--- src/rtl/pipe_rx_os_detect.sv ---
// Per-lane PIPE receive ordered-set detector: frames TS1/TS2 sets, publishes
// their fields, counts consecutive identical sets and discards SKP sets.
module pipe_rx_os_detect #(
    parameter int unsigned CONS_TARGET = 8
) (
    input  logic       clk,
    input  logic       reset_n,
    input  logic [7:0] rxdata,
    input  logic       rxdatak,
    input  logic       rxvalid,
    input  logic       rxelecidle,
    output logic       ts_valid,
    output logic       ts_type,
    output logic [7:0] link_num,
    output logic       link_pad,
    output logic [7:0] lane_num,
    output logic       lane_pad,
    output logic [7:0] n_fts,
    output logic [7:0] rate_id,
    output logic [7:0] train_ctrl,
    output logic [3:0] cons_cnt,
    output logic       cons_hit,
    output logic       os_err
);

    typedef enum logic [1:0] {HUNT, FIELDS, TSID, SKIP} state_t;

    state_t     state, state_nx;
    logic [3:0] idx, idx_nx;
    logic       sh_type, sh_type_nx;
    logic [7:0] sh_link, sh_link_nx, sh_lane, sh_lane_nx;
    logic       sh_link_pad, sh_link_pad_nx, sh_lane_pad, sh_lane_pad_nx;
    logic [7:0] sh_nfts, sh_nfts_nx, sh_rate, sh_rate_nx, sh_ctrl, sh_ctrl_nx;
    logic       publish, err, clr, bad, same;
    logic [3:0] cons_nx;

    logic is_com, is_pad, is_skp, is_d;
    assign is_com = rxdatak && (rxdata == 8'hBC);
    assign is_pad = rxdatak && (rxdata == 8'hF7);
    assign is_skp = rxdatak && (rxdata == 8'h1C);
    assign is_d   = !rxdatak;

    always_comb begin
        state_nx       = state;
        idx_nx         = idx;
        sh_type_nx     = sh_type;
        sh_link_nx     = sh_link;
        sh_link_pad_nx = sh_link_pad;
        sh_lane_nx     = sh_lane;
        sh_lane_pad_nx = sh_lane_pad;
        sh_nfts_nx     = sh_nfts;
        sh_rate_nx     = sh_rate;
        sh_ctrl_nx     = sh_ctrl;
        publish        = 1'b0;
        err            = 1'b0;
        clr            = 1'b0;
        bad            = 1'b0;

        if (rxelecidle) begin
            state_nx = HUNT;
            idx_nx   = '0;
            clr      = 1'b1;
        end else if (!rxvalid) begin
            if (state == FIELDS || state == TSID) begin
                err      = 1'b1;
                clr      = 1'b1;
                state_nx = HUNT;
                idx_nx   = '0;
            end
        end else begin
            case (state)
                HUNT: begin
                    if (is_com) begin
                        state_nx = FIELDS;
                        idx_nx   = 4'd1;
                    end
                end
                SKIP: begin
                    if (is_com) begin
                        state_nx = FIELDS;
                        idx_nx   = 4'd1;
                    end else if (!is_skp) begin
                        state_nx = HUNT;
                        idx_nx   = '0;
                    end
                end
                FIELDS: begin
                    if (idx == 4'd1 && is_skp) begin
                        state_nx = SKIP;
                        idx_nx   = '0;
                    end else if (is_com) begin
                        err      = 1'b1;
                        clr      = 1'b1;
                        idx_nx   = 4'd1;
                    end else begin
                        case (idx)
                            4'd1: begin
                                bad            = rxdatak && !is_pad;
                                sh_link_pad_nx = is_pad;
                                sh_link_nx     = is_pad ? 8'h00 : rxdata;
                            end
                            4'd2: begin
                                bad            = rxdatak && !is_pad;
                                sh_lane_pad_nx = is_pad;
                                sh_lane_nx     = is_pad ? 8'h00 : rxdata;
                            end
                            4'd3: begin bad = rxdatak; sh_nfts_nx = rxdata; end
                            4'd4: begin bad = rxdatak; sh_rate_nx = rxdata; end
                            4'd5: begin bad = rxdatak; sh_ctrl_nx = rxdata; end
                            default: bad = 1'b1;
                        endcase
                        if (bad) begin
                            err      = 1'b1;
                            clr      = 1'b1;
                            state_nx = HUNT;
                            idx_nx   = '0;
                        end else if (idx == 4'd5) begin
                            state_nx = TSID;
                            idx_nx   = 4'd6;
                        end else begin
                            idx_nx = idx + 4'd1;
                        end
                    end
                end
                TSID: begin
                    if (is_com) begin
                        err      = 1'b1;
                        clr      = 1'b1;
                        state_nx = FIELDS;
                        idx_nx   = 4'd1;
                    end else begin
                        if (idx == 4'd6) begin
                            bad        = !(is_d && (rxdata == 8'h4A || rxdata == 8'h45));
                            sh_type_nx = (rxdata == 8'h45);
                        end else begin
                            bad = !(is_d && rxdata == (sh_type ? 8'h45 : 8'h4A));
                        end
                        if (bad) begin
                            err      = 1'b1;
                            clr      = 1'b1;
                            state_nx = HUNT;
                            idx_nx   = '0;
                        end else if (idx == 4'd15) begin
                            publish  = 1'b1;
                            state_nx = HUNT;
                            idx_nx   = '0;
                        end else begin
                            idx_nx = idx + 4'd1;
                        end
                    end
                end
                default: begin
                    state_nx = HUNT;
                    idx_nx   = '0;
                end
            endcase
        end
    end

    // Shadows are complete at symbol 15, so they are compared against the published set directly.
    assign same = ({sh_type, sh_link, sh_link_pad, sh_lane, sh_lane_pad, sh_nfts, sh_rate, sh_ctrl} ==
                   {ts_type, link_num, link_pad, lane_num, lane_pad, n_fts, rate_id, train_ctrl})
                  && (cons_cnt != 4'd0);

    always_comb begin
        cons_nx = cons_cnt;
        if (clr)
            cons_nx = '0;
        else if (publish)
            cons_nx = !same ? 4'd1 : ((cons_cnt == 4'd15) ? 4'd15 : cons_cnt + 4'd1);
    end

    always_ff @(posedge clk or negedge reset_n) begin
        if (!reset_n) begin
            state       <= HUNT;
            idx         <= '0;
            sh_type     <= 1'b0;
            sh_link     <= '0;
            sh_link_pad <= 1'b0;
            sh_lane     <= '0;
            sh_lane_pad <= 1'b0;
            sh_nfts     <= '0;
            sh_rate     <= '0;
            sh_ctrl     <= '0;
            ts_valid    <= 1'b0;
            os_err      <= 1'b0;
            ts_type     <= 1'b0;
            link_num    <= '0;
            link_pad    <= 1'b0;
            lane_num    <= '0;
            lane_pad    <= 1'b0;
            n_fts       <= '0;
            rate_id     <= '0;
            train_ctrl  <= '0;
            cons_cnt    <= '0;
            cons_hit    <= 1'b0;
        end else begin
            state       <= state_nx;
            idx         <= idx_nx;
            sh_type     <= sh_type_nx;
            sh_link     <= sh_link_nx;
            sh_link_pad <= sh_link_pad_nx;
            sh_lane     <= sh_lane_nx;
            sh_lane_pad <= sh_lane_pad_nx;
            sh_nfts     <= sh_nfts_nx;
            sh_rate     <= sh_rate_nx;
            sh_ctrl     <= sh_ctrl_nx;
            ts_valid    <= publish;
            os_err      <= err;
            cons_cnt    <= cons_nx;
            cons_hit    <= (32'(cons_nx) >= CONS_TARGET);
            if (publish) begin
                ts_type    <= sh_type;
                link_num   <= sh_link;
                link_pad   <= sh_link_pad;
                lane_num   <= sh_lane;
                lane_pad   <= sh_lane_pad;
                n_fts      <= sh_nfts;
                rate_id    <= sh_rate;
                train_ctrl <= sh_ctrl;
            end
        end
    end

endmodule

--- config.mk ---
export PLATFORM = sky130hd
export DESIGN_NAME = pipe_rx_os_detect
export DESIGN_NICKNAME = d
export VERILOG_FILES = /design/src/rtl/pipe_rx_os_detect.sv
export SDC_FILE = /design/constraint.sdc
export NUM_CORES = 1
export LEC_CHECK = 0
export CAP_MARGIN = 25
export CORE_UTILIZATION = 60
export DETAILED_ROUTE_END_ITERATION = 12
export PLACE_DENSITY_LB_ADDON = 0.3
export SLEW_MARGIN = 15
export SYNTH_ARGS = -nofsm -noshare
export SYNTH_HDL_FRONTEND = slang
export SYNTH_SLANG_ARGS = --single-unit
--- constraint.sdc ---
create_clock -name clk -period 3.7 [get_ports clk]
set_clock_uncertainty 0.1 [all_clocks]
set_input_delay 0.74 -clock clk [delete_from_list [all_inputs] [get_ports clk]]
set_output_delay 0.74 -clock clk [all_outputs]
set_load 0.02 [all_outputs]
# After elaboration in Yosys (flattened, before gate mapping)
# Cells that the tools add are included.
dict set report totals {
  regBits 99
  in_bits 13
}
dict set report classes {
  add_sub_neg 2
  magnitude_cmp 1
  n_eq_ne 23
  n_mux 61
  bitwise 3
  reduce_logical 27
}
# operator n
set ops {}
lappend ops {{2-to-1 mux 4 bit} 18}
lappend ops {{== test 43 bit} 1}
lappend ops {{AND reduction 6 bit} 6}
lappend ops {{2-to-1 mux 2 bit} 13}
lappend ops {{2-to-1 mux 1 bit} 25}
lappend ops {{== test 8 x 7 -> 1 bit (second input constant)} 2}
lappend ops {{== test 8 bit (second input constant)} 2}
lappend ops {{case mux 4 bit (4 select lines)} 1}
lappend ops {{== test 4 x 3 -> 1 bit (second input constant)} 3}
lappend ops {{adder 4 x 1 -> 4 bit (second input constant)} 2}
lappend ops {{== test 4 x 2 -> 1 bit (second input constant)} 2}
lappend ops {{== test 4 bit (second input constant)} 2}
lappend ops {{== test 8 x 5 -> 1 bit (second input constant)} 1}
lappend ops {{== test 8 x 7 -> 1 bit} 1}
lappend ops {{logical AND 1 bit} 8}
lappend ops {{2-to-1 mux 8 bit} 1}
lappend ops {{case mux 2 bit (4 select lines)} 1}
lappend ops {{!= test 6 x 3 -> 1 bit (second input constant)} 1}
lappend ops {{!= test 6 x 4 -> 1 bit (second input constant)} 1}
lappend ops {{!= test 5 x 4 -> 1 bit (second input constant)} 1}
lappend ops {{!= test 5 bit (second input constant)} 1}
lappend ops {{AND reduction 5 bit} 1}
lappend ops {{== test 2 bit (second input constant)} 2}
lappend ops {{== test 4 x 1 -> 1 bit (second input constant)} 1}
lappend ops {{13 further kinds} 20}

# Longest topological paths before layout
# Gate-level depths: netlist of run 1.
dict set report logic_depth {
  ltp_word 18
  mapped_depth 9
  mapped_depth_nobuf 8
}

# Worst setup path after synthesis of run 1
# OpenSTA, ideal clock, no wires.
dict set report synth_timing {
  kind {input port to flip-flop}
  start {input port rxdata[5]}
  end {register cons_cnt[3]}
  setup_ns 0.086
  arrival_ns 2.498
  required_time_ns 3.514
  slack_ns 1.016
  cell_stages 8
  n_path_buf 2
  path_cell_list {buf_2 -> or4b_1 -> a211o_1 -> a21oi_4 -> and4_1 -> buf_4 -> a41oi_1 -> nor3_1}
}
dict set report synth_via {
  elab_chain_cells 17
  elab_cells_between_ends 43
}
# item line_no
set synth_rtl {}
lappend synth_rtl {{from (decl)} 8} ;# input logic [7:0] rxdata,
lappend synth_rtl {{== test 8 bit} 39} ;# assign is_pad = rxdatak && (rxdata == 8'hF7);
lappend synth_rtl {{logical AND 1 bit} 39}
lappend synth_rtl {{zero test 1 bit} {98, 103}}
lappend synth_rtl {{logical AND 1 bit} {98, 103}}
lappend synth_rtl {{case mux 1 bit (2 select lines)} 96} ;# case (idx)
lappend synth_rtl {{2-to-1 mux 1 bit} 91} ;# end else if (is_com) begin
lappend synth_rtl {{2-to-1 mux 1 bit} 88} ;# if (idx == 4'd1 && is_skp) begin
lappend synth_rtl {{2-to-1 mux 1 bit} 71} ;# case (state)
lappend synth_rtl {{[... 2 more ...]} n/a}
lappend synth_rtl {{2-to-1 mux 1 bit} 112} ;# if (bad) begin
lappend synth_rtl {{2-to-1 mux 1 bit} 91}
lappend synth_rtl {{2-to-1 mux 1 bit} 88}
lappend synth_rtl {{case mux 1 bit (2 select lines)} 71}
lappend synth_rtl {{2-to-1 mux 1 bit} 63} ;# end else if (!rxvalid) begin
lappend synth_rtl {{2-to-1 mux 1 bit} 59} ;# if (rxelecidle) begin
lappend synth_rtl {{2-to-1 mux 4 bit *} 167} ;# if (clr)
lappend synth_rtl {{net cons_nx[3]} 35} ;# logic [3:0] cons_nx;
lappend synth_rtl {{to (signal assigned)} 210} ;# cons_cnt <= cons_nx;
lappend synth_rtl {{to (decl)} 21} ;# output logic [3:0] cons_cnt,
# Mark *: on every way through the listed nets, which the timed path passes. The rest lies on a longest branch. The select of a mux whose other input is x is not followed.
# A chain may end at the register's enable or synchronous reset.

# Final worst setup path of run 1
dict set report layout_timing {
  start {input port rxdata[3]}
  end {register ts_type}
}
dict set report layout_via {
  elab_chain_cells 14
  elab_cells_between_ends 20
}
# item line_no
set layout_rtl {}
lappend layout_rtl {{== test 8 x 7 -> 1 bit} 133} ;# bad = !(is_d && (rxdata == 8'h4A || rxdata == 8'h45));
lappend layout_rtl {{logical OR 1 bit} 133}
lappend layout_rtl {{logical AND 1 bit} 133}
lappend layout_rtl {{zero test 1 bit} 133}
lappend layout_rtl {{2-to-1 mux 1 bit} 132} ;# if (idx == 4'd6) begin
lappend layout_rtl {{2-to-1 mux 1 bit} 126} ;# if (is_com) begin
lappend layout_rtl {{2-to-1 mux 1 bit} 71}
lappend layout_rtl {{2-to-1 mux 1 bit} 63}
lappend layout_rtl {{2-to-1 mux 1 bit} 59}
lappend layout_rtl {{2-to-1 mux 1 bit} 138} ;# if (bad) begin
lappend layout_rtl {{2-to-1 mux 1 bit *} 126}
lappend layout_rtl {{2-to-1 mux 1 bit *} 71}
lappend layout_rtl {{2-to-1 mux 1 bit *} 63}
lappend layout_rtl {{2-to-1 mux 1 bit *} 59}
lappend layout_rtl {{to (signal assigned)} 213} ;# ts_type <= sh_type;
lappend layout_rtl {{to (decl)} 13} ;# output logic ts_type,
# Every way passes the cells marked *; elsewhere a longest branch is shown, timed or not. The select of a mux whose other input is x is not followed.

==> results of run 1 <==
-- registers in the layout (all words and copies together), names as in the netlist, 8 cells and up --
| register | cells |
|---|---|
| lane_num | 8 |
| link_num | 8 |
| n_fts | 8 |
| rate_id | 8 |
| sh_ctrl | 8 |
| sh_lane | 8 |
| sh_link | 8 |
| sh_nfts | 8 |
| sh_rate | 8 |
| train_ctrl | 8 |
-- path summary, 6_finish.rpt --
path,from,end,slack (ns),cells past startpoint
max,rxdata[3],ts_type,0.51,8
min,reset_n,lane_num[5],0.27,1
max reg2reg,idx[1],sh_rate[0],0.91,8
min reg2reg,n_fts[5],n_fts[5],0.42,2
max in group asynchronous,reset_n,rate_id[6],2.51,2
min in group clk,n_fts[5],n_fts[5],0.42,2
-- logic make-up (layout without fill, tap and decap cells) --
group / Yosys count / in the layout / synth area share [%]
and+or+nand+nor: 233 / 233 / 21.96
adders and majority gates: 11 / 11 / 2.831
DFF: 98 / 98 / 50.45
xor gates and xnor gates: 45 / 45 / 8.108
AOI/OAI and AO/OA: 55 / 55 / 7.903
buffers and inverters: 26 / 100 / 2.497
muxes: 27 / 27 / 6.255
-- worst max-delay path, delay by kind of cell --
family	cells	cell delay, ns
AOI/OAI and AO/OA	1	0.22
and+or+nand+nor	4	1.08
buffers and inverters	2	1.02
muxes	1	0.31
-- cells in the mapped netlist (all sizes together), types with 2 or more instances --
| cell type | count |
|---|---|
| xor2 | 45 |
| inv | 8 |
| and4b | 2 |
| nor3b | 4 |
| or4 | 2 |
| a21oi | 8 |
| or3 | 3 |
| a2111oi | 2 |
| mux2 | 27 |
| o31ai | 2 |
| a31o | 2 |
| buf | 7 |
| o41ai | 2 |
| ha | 11 |
| nand2b | 3 |
| o22ai | 2 |
| a211oi | 2 |
| and3 | 2 |
| nor3 | 4 |
| nor4 | 11 |
| nor2 | 10 |
| dfrtp | 98 |
| or4bb | 2 |
| and4 | 5 |
| nor2b | 3 |
| a211o | 3 |
| nand4 | 7 |
| clkbuf | 11 |
| o21ai | 20 |
| nand2 | 166 |
| nand3 | 5 |
| o211ai | 3 |
-- layer usage --
metal  GRT usage (%)  vias up
li1                -     1828
met1           40.65     1992
met2           53.30      157
met3           5.224       35
met4           12.76        0
met5               0        -
-- power breakdown --
| group | leakage (nW) | total [mW] | internal, mW | switching (mW) |
|---|---|---|---|---|
| Clock | 0.111 | 0.749 | 0.333 | 0.416 |
| Combinational | 1.60 | 0.152 | 0.0578 | 0.0937 |
| Sequential | 1.37 | 1.10 | 1.09 | 0.0143 |
-- through the flow --
step | instance area, um^2 | utilization (%)
final | 5852 | 75.34
after detailed placement | 5633 | 72.52
after floorplan | 4861 | -
after global routing | 5852 | 75.34
after CTS | 5852 | 75.34
after global placement | 5633 | 72.52
-- area by class of cell --
cell class                      count  share of cell area (%)
Inverter                            8                  0.5131
Clock buffer                        9                   2.117
Tap cell                          102                   2.181
Sequential cell                    98                   41.91
Multi-Input combinational cell    371                   39.08
Timing Repair Buffer               76                   12.57
Clock inverter                      7                   1.625
==> out/metrics.csv, run 1 <==
stage,metric,value,unit
placement,placed instance count,655,
floorplanning,Die H,92.01,um
synthesis,synth warn,0,
synthesis,Yosys top cell area share,50.45,%
finish,number of non-filler instances in the completed layout,671,
sta,transition time at the pin with the least slew margin,0.6482,ns
clock_tree,clock slew at reported path FFs,0.12,ns
finish,most frequent standard cell in the layout excluding fill and tap cells,nand2_1,
clock_tree,clock tree from TritonCTS,done,
setup_path,Crit Path Class,in -> reg,
run_status,result of the run,"complete, no violations",
placement,HPWL after DPL,8821,um
floorplanning,starting density of the core,62.58,%
synthesis,Post-Syn Area,0.004861,mm^2
detailed_routing,1st-pass router iterations,5,
setup_path,Critical Path Most Common Cell,nand2_1,
setup_path,worst-path fanout max,28,
setup_path,Arrival @ worst endpoint,3.39,ns
setup_path,largest stage delay on the critical path,0.67,ns
synthesis,share of async-settable or async-resettable flops after synthesis,100.0,%
setup_path,sequence of cells on the critical path,clkdlybuf4s50_1 -> or4bb_1 -> mux2_2 -> a21oi_4 -> and4_1 -> buf_4 -> nand2_1 -> nand2_1,
clock_tree,CTS resizes,0,
clock_tree,buffer type at the clock tree root,clkbuf_8,
detailed_routing,drt via density,5.979,
setup_path,kind of end point of the critical path,register,
clock_tree,number of clock sinks,98,
synthesis,cell count after synthesis,495,
finish,Multi-input gate area,0.002287,mm^2
power,areal power density over the cells,341.7,mW/mm^2
clock_tree,number of buffers inserted during clock tree synthesis,9,
sta,Fmax,0.3135,GHz
floorplanning,floorplan die width,92.01,um
power,Leak,3.080,nW
clock_tree,H-tree Lvls,3,
finish,Seq. cell area,0.002452,mm^2
synthesis,Main synth FF type,dfrtp_1,
placement,placement-stage worst setup slack,0.1728,ns
finish,count of fill cells added during filler insertion,544,
floorplanning,CORE AREA,0.007767,mm^2
floorplanning,die area,0.008466,mm^2
synthesis,number of flops mapped to enable cells by yosys,0,
synthesis,net count of the mapped netlist,519,
synthesis,"FF+latch count, synth",98,
finish,"commonest cells after routing, fill and taps aside","nand2_1, dfrtp_1, clkdlybuf4s50_1, xor2_1, mux2_2",
placement,routability-driven placement congestion ratio,0.8945,
clock_tree,number of buffers added for setup after CTS,0,
grt,antenna violations before repair,0,
clock_tree,hold buffer count at cts,0,
floorplanning,number of top-level design ports,63,
sta,accumulated negative setup slack,0,ns
detailed_routing,remaining number of nets flagged by the antenna check after routing,0,
synthesis,Yosys cell types,51,
grt,global-route wire length before repair,20370,um
detailed_routing,initial DRC count,352,
sta,fin crit share,86.21,%
setup_path,data required time at the worst endpoint,3.90,ns
run,max-capacitance violation count,0,
finish,ratio of cells with drive above 1 in the final layout,11.42,%
synthesis,cell types occupying the most area after synthesis,"dfrtp_1, nand2_1, xor2_1, mux2_2, ha_1",
sta,tightest hold margin,0.2745,ns
detailed_routing,average wire length per cell after detail routing,18.48,um
sta,worst slew margin relative to its limit,56.79,%
finish,final antenna diode count,0,
synthesis,Post-Syn Area per Cell,9.820,um^2
detailed_routing,post-route met1 wirelength,5011,um
sta,final setup violation count,0,
finish,NumNets Final,588,
sta,time the final worst path needs with I/O delays and setup,3.190,ns
sta,hold violation total from the final report,0,
setup_path,master of the slowest instance on the critical path,clkdlybuf4s50_1,
synthesis,portion of the post-synthesis area used by sequential elements,50.45,%
setup_path,type of element launching the critical path,input port,
floorplanning,row count,32,
detailed_routing,met3 WL,702,um
sta,total count of max-transition violations in the final report,0,
finish,area growth from synthesis to final layout,20.39,%
clock_tree,source-to-sink clock delay at the later pin of the worst-skew pair,0.37,ns
sta,unrepaired setup endpoints after global routing,no,
placement,Port Buffers,62,
sta,least setup slack across all paths after layout,0.5104,ns
detailed_routing,total wirelength of the detailed-routed design,12400,um
detailed_routing,DR vias,4012,
grt,via count of the first global-routing pass,4054,
hold_path,worst hold path type,in -> async,
grt,total grt overflow,0,
detailed_routing,Met2 Routed Length,6391,um
grt,pin count of the biggest net entering global routing,51,
detailed_routing,number of design rule violations left after detail routing,0,
detailed_routing,uppermost metal layer occupied by signal nets,met4,
synthesis,biggest area consumer among synthesized cells,dfrtp_1,
grt,gr usage total,31.59,%
clock_tree,Clock Path Buffers,2,
power,Total Power,2.000,mW
power,"IR drop worst, VDD",0.2367,mV
Power figures use the tool's default switching activity.
==> inputs of run 2 (changes only) <==
- HOLD_SLACK_MARGIN: not set -> 0.05
- SETUP_SLACK_MARGIN: not set -> 0.02
==> results of run 2 <==
Same layout as run 1: the final DEF is identical, and so are final timing and power.
